--- src/rtl/memory_arbiter.sv ---
// memory_arbiter: grants instruction-fetch and data-access requests one at a
// time onto a single-ported RAM and alternates grants when both ports request.
// A RAM error or an access that never reaches ACCESS within TIMEOUT cycles
// enters a sticky fault state that only RST clears.
module memory_arbiter #(
  parameter int unsigned TIMEOUT = 15,
  parameter int unsigned WORD_W  = 32
) (
  input  logic              CLK,
  input  logic              RST,
  input  logic              iREN,
  input  logic [WORD_W-1:0] iaddr,
  output logic              iwait,
  output logic [WORD_W-1:0] iload,
  input  logic              dREN,
  input  logic              dWEN,
  input  logic [WORD_W-1:0] daddr,
  input  logic [WORD_W-1:0] dstore,
  output logic              dwait,
  output logic [WORD_W-1:0] dload,
  output logic              ramREN,
  output logic              ramWEN,
  output logic [WORD_W-1:0] ramaddr,
  output logic [WORD_W-1:0] ramstore,
  input  logic [WORD_W-1:0] ramload,
  input  logic [1:0]        ramstate,
  output logic              mem_err
);

  localparam int unsigned CNT_W = $clog2(TIMEOUT + 1);

  typedef enum logic [2:0] {IDLE, IREQ, DREQ, IRESP, DRESP, FAULT} state_t;
  typedef enum logic {GRANT_I, GRANT_D} grant_t;
  typedef enum logic [1:0] {RAM_FREE, RAM_BUSY, RAM_ACCESS, RAM_ERROR} ram_state_t;

  state_t            state, state_next;
  grant_t            last_grant;
  logic [WORD_W-1:0] lat_addr;
  logic [WORD_W-1:0] lat_store;
  logic              lat_write;
  logic [CNT_W-1:0]  cnt;

  logic dreq;
  logic grant_i;
  logic grant_d;
  logic ram_access;
  logic ram_error;
  logic timed_out;

  // Request decode and fair arbitration: on contention the port not served last wins.
  always_comb begin
    dreq       = dREN | dWEN;
    grant_i    = iREN & (~dreq | (last_grant == GRANT_D));
    grant_d    = dreq & (~iREN | (last_grant == GRANT_I));
    ram_access = (ramstate == RAM_ACCESS);
    ram_error  = (ramstate == RAM_ERROR);
    timed_out  = (cnt == CNT_W'(TIMEOUT - 1));
  end

  // State register, request latches, timeout counter and returned data.
  always_ff @(posedge CLK) begin
    if (RST) begin
      state      <= IDLE;
      last_grant <= GRANT_D;
      lat_addr   <= '0;
      lat_store  <= '0;
      lat_write  <= 1'b0;
      cnt        <= '0;
      iload      <= '0;
      dload      <= '0;
    end else begin
      state <= state_next;
      case (state)
        IDLE: begin
          if (grant_i) begin
            lat_addr   <= iaddr;
            lat_store  <= '0;
            lat_write  <= 1'b0;
            cnt        <= '0;
            last_grant <= GRANT_I;
          end else if (grant_d) begin
            lat_addr   <= daddr;
            lat_store  <= dstore;
            lat_write  <= dWEN;
            cnt        <= '0;
            last_grant <= GRANT_D;
          end
        end
        IREQ: begin
          if (ram_access) begin
            iload <= ramload;
          end else if (cnt != '1) begin
            cnt <= cnt + CNT_W'(1);
          end
        end
        DREQ: begin
          if (ram_access) begin
            if (!lat_write) begin
              dload <= ramload;
            end
          end else if (cnt != '1) begin
            cnt <= cnt + CNT_W'(1);
          end
        end
        default: ;
      endcase
    end
  end

  // Next-state logic and state-derived RAM strobes / fault flag.
  always_comb begin
    state_next = state;
    ramREN     = 1'b0;
    ramWEN     = 1'b0;
    mem_err    = 1'b0;
    case (state)
      IDLE: begin
        if (grant_i) begin
          state_next = IREQ;
        end else if (grant_d) begin
          state_next = DREQ;
        end
      end
      IREQ: begin
        ramREN = 1'b1;
        if (ram_access) begin
          state_next = IRESP;
        end else if (ram_error || timed_out) begin
          state_next = FAULT;
        end
      end
      DREQ: begin
        ramREN = ~lat_write;
        ramWEN = lat_write;
        if (ram_access) begin
          state_next = DRESP;
        end else if (ram_error || timed_out) begin
          state_next = FAULT;
        end
      end
      IRESP:   state_next = IDLE;
      DRESP:   state_next = IDLE;
      FAULT:   mem_err = 1'b1;
      default: state_next = IDLE;
    endcase
  end

  // Wait lines follow the request and drop only during the matching response cycle.
  always_comb begin
    iwait    = iREN & (state != IRESP);
    dwait    = dreq & (state != DRESP);
    ramaddr  = lat_addr;
    ramstore = lat_store;
  end

endmodule

--- config.mk ---
export PLATFORM = sky130hd
export DESIGN_NAME = memory_arbiter
export DESIGN_NICKNAME = d
export VERILOG_FILES = /design/src/rtl/memory_arbiter.sv
export SDC_FILE = /design/constraint.sdc
export NUM_CORES = 1
export LEC_CHECK = 0
export CAP_MARGIN = 20
export CORE_MARGIN = 5
export CORE_UTILIZATION = 30
export DETAILED_ROUTE_END_ITERATION = 16
export PLACE_DENSITY = 0.67
export REMOVE_ABC_BUFFERS = 1
export SYNTH_ARGS = -nofsm -noshare
export SYNTH_HDL_FRONTEND = slang
export SYNTH_SLANG_ARGS = --single-unit
--- constraint.sdc ---
create_clock -name CLK -period 1.8 [get_ports CLK]
set_input_delay 0.36 -clock CLK [delete_from_list [all_inputs] [get_ports CLK]]
set_output_delay 0.36 -clock CLK [all_outputs]
set_load 0.01 [all_outputs]
==> summary.txt, run 1 <==
Clock network
  – Clock Path Buffers: 2
  – Post CTS Setup Buffer Count: 0
  – Hold buffers post-CTS: 0
  – Clk root buf: clkbuf_16
  – Clock sinks: 137
  – Worst skew pair latency: 410 ps
  – Depth of the CTS H-tree: 4
  – CTS buffer count: 17
  – Clock slew at reported path FFs: 60 ps
  – CTS tree: built

Logic synthesis
  – Seq/Total Area, Yosys: 53.7%
  – Flops & latches, synth: 137
  – Synth cell count leaders: nand2_1, dfxtp_1, a21oi_1, nor2_1
  – Ys flop type: dfxtp_1
  – Syn_area_per_cell: 8.47 µm²
  – Cell variety after synth: 38
  – Area leader, netlist: dfxtp_1
  – Yosys top cell area share: 53.7%
  – Synth warn: 0
  – Post-Synthesis Cell Area: 5110 µm²
  – Post-Syn Instances: 603
  – Async set or reset register ratio after synthesis: 0%
  – Number of flops mapped to enable cells by yosys: 0
  – Synth top area cells: dfxtp_1, nand2_1, a21oi_1, a22o_1, a311oi_1
  – Count leader, synth: nand2_1

Pwr
  – Static Leak: 3.24 nW
  – Switching Share: 32.7%
  – Flop pwr share: 34.9%
  – Switching pwr: 3.81 mW
  – Peak supply drop: 0.613 mV
  – Combinational power share: 38.3%
  – Cell Int Power: 7.84 mW
  – Clk network pwr share: 26.8%
  – PD cells: 1320 nW/µm²
  – Tot Pwr: 11.6 mW

Die
  – Core Box Area: 16600 µm²
  – Die H: 140 µm
  – Row count: 47
  – Initial Util: 30.7%
  – Die ar.: 19700 µm²
  – I/O pins: 268
  – Die width: 140 µm

Setup path
  – Worst path arrival time: 1410 ps
  – Worst path cell trace: buf_6, o32a_1, buf_2
  – CP required: 1440 ps
  – Max stage delay cell, worst path: o32a_1
  – Delay-heaviest family, CP: compound AO/OA/AOI/OAI gates
  – Reg-to-reg setup timing slack: 40 ps
  – CP Max Fanout: 10
  – FF-to-FF End: dload[13]
  – CP endpoint kind: output pin
  – Number of buffers and inverters on the critical path: 2
  – RR Startpoint: state[2]
  – Slowest stage delay, CP: 370 ps
  – Cells on worst reg2reg path: 6
  – CP startpoint kind: register
  – WS Path Type: reg -> out

Place
  – Inst Count DP: 1071
  – Port bufs: 267
  – DP HPWL: 12500 µm
  – Placed cell area: 8200 µm²
  – Post-Place Worst Slack: -336 ps
  – RD Place Congestion: 0.774

STA
  – Final hold violations: 0
  – Clk_skew: 9.46 ps
  – Period utilization: 98.1%
  – Setup TNS: 0 ps
  – Max Freq: 0.566 GHz
  – # setup viols final: 0
  – Final min period: 1770 ps
  – Worst setup margin: 33.3 ps
  – Pins Over Slew Limit: 0
  – Worst-margin pin slew: 377 ps
  – Worst hold slack: 312 ps
  – Slew HR: 74.9%
  – RSZ-0062 raised after global routing: true

Cells and area
  – Footprint of the multi-input gates: 2180 µm²
  – Post-layout net count: 1009
  – # diodes: 0
  – Layout Utilization: 52.9%
  – Synth-to-Final Area Change: 72.3%
  – Storage cell area: 2750 µm²
  – Final instance area: 8800 µm²
  – FILL cells: 1556
  – Share of cells above drive strength 1: 9.49%
  – Non-filler cells, final: 1105

Global route
  – Vias in the first global route: 4924
  – Grt ovf: 0
  – Largest net degree at the start of global routing: 65
  – Wire length of the first global-routing pass: 26700 µm
  – Initial antenna violation count: 0
  – All-Layer GR Usage: 16.9%

Detailed routing
  – Residual DRC: 0
  – 1st-iter DRT viols: 234
  – Vias per cell: 4.73
  – Detailed-route via count: 5224
  – Routed len/inst: 15.9 µm
  – Post-route ant nets: 0
  – Drt pass-1 iters: 4
  – Routed WL: 17600 µm

Worst hold path
  – Hold path depth: 2
  – Tightest Hold Check Type: in -> reg
  – Endpoint, Worst Hold: state[0]
  – Hold wc startpoint: RST

Run
  – Max Cap Violations: 0

Outcome
  – Status: completed
timing repair:
action                     CTS  global route
gates cloned                 0             2
pin swaps                    1             1
setup endpoints to repair    5            27
gates resized for setup     24             9
layout make-up:
cell class	count	area share, %
multi-input combinational	411	24.7
tap	220	3.13
inverter	7	0.299
clock buffer	21	5.23
timing repair buffer	298	34.6
clock inverter	11	0.839
sequential	137	31.2
registers in the layout, summed over array words and instances, names as in the netlist:
signal      flops
iload          32
lat_write       1
state           3
dload          32
cnt             4
ramstore       32
last_grant      1
ramaddr        32
how the worst max path moves through the flow:
stage,from,to,slack (ps),cells past startpoint
floorplan,state[0],iload[0],-830,4
global placement,dWEN,ramaddr[30],-240,5
detailed placement,dWEN,ramaddr[24],-340,5
CTS,state[0],iwait,0.4,3
global route,state[0],dwait,-3,3
finish,state[0],dwait,30,3
metal layers:
| metal | part of all wire [%] | up-vias | track usage (%) |
|---|---|---|---|
| met1 | 42 | 2359 | 20.7 |
| met3 | 13 | 17 | 8.11 |
| met2 | 44 | 243 | 26.3 |
| met4 | 1.2 | 0 | 5.46 |
| met5 | 0 | - | 0 |
| li1 | - | 2605 | - |
kinds of logic after synthesis:
kind of cell / count (synthesis) / share of synthesized area, %
flops: 137 / 53.7
fa+ha+maj: 2 / 0.490
mux: 1 / 0.196
buf+inv: 55 / 5.00
xor+xnor: 1 / 0.172
simple gates: 258 / 20.3
compound gates: 149 / 20.2
placed cells by master (no fill, tap or decap), types with 3 or more instances in the layout:
master	synthesis	routed
a311oi_2	0	3
dfxtp_1	137	135
a311oi_1	32	29
clkinvlp_4	0	3
a22o_1	32	32
nor2_1	39	37
buf_12	0	11
o21ai_0	3	3
clkdlybuf4s50_1	0	261
buf_2	18	3
a21oi_1	68	66
inv_1	7	7
a31oi_1	3	3
clkbuf_16	0	18
nand2_1	199	199
clkinv_2	0	5
buf_4	1	19
power groups by stage:
stage,Combinational [mW],Clock (mW),Sequential (mW)
floorplan,1.56,0,4.40
global placement,4.40,0,4.10
detailed placement,4.43,0,4.11
CTS,4.46,3.23,4.06
global route,4.85,3.35,4.15
finish,4.46,3.12,4.06
Power figures use the tool's default switching activity.
==> inputs of run 2 (changes only) <==
--- a/config.mk
+++ b/config.mk
@@ -9,8 +9,11 @@
 export CORE_MARGIN = 5
 export CORE_UTILIZATION = 30
 export DETAILED_ROUTE_END_ITERATION = 16
+export GPL_ROUTABILITY_DRIVEN = 0
 export PLACE_DENSITY = 0.67
 export REMOVE_ABC_BUFFERS = 1
+export SKIP_LAST_GASP = 1
 export SYNTH_ARGS = -nofsm -noshare
 export SYNTH_HDL_FRONTEND = slang
 export SYNTH_SLANG_ARGS = --single-unit
+export TNS_END_PERCENT = 50
==> run 2 against run 1 <==
Largest cell class unchanged; count of clock-buffer cells in the layout stayed put; die area is the same; sequential share of layout area grew 0.061 points; setup slack got worse by 5.7 ps; critical endpoint is now dload[13]; clock power hardly changed; global-route usage is the same; critical path depth grew 3; maximum frequency down 0.32%.
==> summary.txt, run 2 (same netlist as run 1, synthesis figures left out) <==
Clock network
  – Clock sinks: 137
  – CTS buffer count: 17
  – CTS tree: built
  – Clock Path Buffers: 2
  – Depth of the CTS H-tree: 4
  – Hold buffers post-CTS: 0
  – Clk root buf: clkbuf_16
  – Worst skew pair latency: 410 ps
  – Clock slew at reported path FFs: 60 ps

Cells and area
  – Most common cell after layout, fill and taps aside: clkdlybuf4s50_1
  – Post-layout net count: 1008
  – Share of cells above drive strength 1: 9.28%
  – Final instance area: 8780 µm²
  – Most frequent cells in the layout: clkdlybuf4s50_1, nand2_1, dfxtp_1
  – Synth-to-Final Area Change: 71.9%
  – # diodes: 0
  – Layout Utilization: 52.8%

Global route
  – Vias in the first global route: 4917
  – Largest net degree at the start of global routing: 65
  – Initial antenna violation count: 0
  – Grt ovf: 0
  – Wire length of the first global-routing pass: 26700 µm
  – All-Layer GR Usage: 16.9%

Pwr
  – Tot Pwr: 11.6 mW
  – Combinational power share: 38.1%
  – Peak supply drop: 0.614 mV
  – Clk network pwr share: 26.9%
  – Static Leak: 3.24 nW
  – Cell Int Power: 7.83 mW
  – PD cells: 1320 nW/µm²
  – Switching pwr: 3.80 mW
  – Flop pwr share: 34.9%
  – Switching Share: 32.7%

STA
  – Period utilization: 98.5%
  – Pins Over Slew Limit: 0
  – Final min period: 1770 ps
  – # setup viols final: 0
  – RSZ-0062 raised after global routing: true
  – Worst-margin pin slew: 379 ps
  – Max Freq: 0.564 GHz
  – Final hold violations: 0
  – Slew HR: 74.7%
  – Clk_skew: 10.4 ps

Setup path
  – Slowest stage delay, CP: 410 ps
  – WS Path Type: reg -> reg
  – CP endpoint kind: register
  – Delay-heaviest family, CP: simple AND/OR/NAND/NOR gates
  – Worst path cell trace: or3b_4, buf_4, or3_4, clkbuf_16, nand2_1, a21oi_1
  – Max stage delay cell, worst path: or3_4
  – CP startpoint kind: register
  – CP required: 2080 ps
  – Worst path arrival time: 2050 ps
  – CP Max Fanout: 16
  – Number of buffers and inverters on the critical path: 2

Detailed routing
  – 1st-iter DRT viols: 262
  – Met2 wire len: 7680 µm
  – Residual DRC: 0
  – Vias per cell: 4.71
  – Routed len/inst: 15.9 µm
  – Met3 routed WL: 2030 µm
  – Post-route ant nets: 0
  – Top sig layer: met4
  – Routed WL: 17500 µm
  – Detailed-route via count: 5200
  – Drt pass-1 iters: 4
  – Met1 Wirelength: 7620 µm

Die
  – Initial Util: 30.7%
  – Die width: 140 µm
  – Die H: 140 µm
  – Die ar.: 19700 µm²
  – Row count: 47
  – Core Box Area: 16600 µm²
  – I/O pins: 268

Place
  – DP HPWL: 12500 µm
  – Port bufs: 267
  – Placed cell area: 8200 µm²

Run
  – Max Cap Violations: 0

Outcome
  – Status: completed

Worst hold path
  – Tightest Hold Check Type: in -> reg
-- run 2: layout make-up --
cell class              count  area (µm²)
inverters                   7        26.3
well taps                 220         275
repair buffers            297        3030
clock inverters            11        73.8
clock buffers              21         460
flip-flops and latches    137        2740
fillers                  1557        7860
multi-input cells         411        2170
-- run 2: final timing paths --
kind | start | to | slack [ps] | cells past startpoint
worst max-delay path | state[2] | dload[13] | 30 | 6
worst min-delay path | RST | state[0] | 310 | 2
worst max register to register | state[2] | dload[13] | 30 | 6
worst min register to register | dload[2] | dload[2] | 450 | 2
-- run 2: routing by layer --
metal / vias to the layer above / global-route usage [%]
met5: - / 0
met4: 0 / 5.46
met3: 15 / 8.11
met2: 227 / 26.2
met1: 2356 / 20.8
li1: 2602 / -
-- run 2: power by group through the flow --
| stage | logic (mW) | registers [mW] | clock network [mW] |
|---|---|---|---|
| 2_1_floorplan | 1.56 | 4.40 | 0 |
| 3_3_place_gp | 4.40 | 4.10 | 0 |
| 3_5_place_dp | 4.43 | 4.11 | 0 |
| 4_1_cts | 4.45 | 4.06 | 3.23 |
| 5_1_grt | 4.83 | 4.15 | 3.35 |
| 6_report | 4.43 | 4.06 | 3.13 |
-- run 2: repair_timing --
action / 4_1_cts / 5_1_grt
pin swaps: 1 / 1
setup endpoints to repair: 5 / 27
resized for setup: 22 / 8
cloned: 0 / 1
setup buffers: 0 / 0
-- run 2: worst register-to-register path, stage by stage (launching register included) --
cell,delay [ps]
dfxtp_2,340
or3b_4,400
buf_4,160
or3_4,410
clkbuf_16,200
nand2_1,70
a21oi_1,60
-- run 2: metrics by stage --
step | cells | setup TNS [ps] | worst slack [ps] | hold WS, ps
floorplan | 555 | -71740 | -834 | 429
global placement | 1071 | -16360 | -243 | 442
detailed placement | 1071 | -20770 | -336 | 446
CTS | 1103 | -66.0 | -30.8 | 292
global route | 1104 | -114 | -27.7 | 319
finish | 1104 | 0 | 27.6 | 312
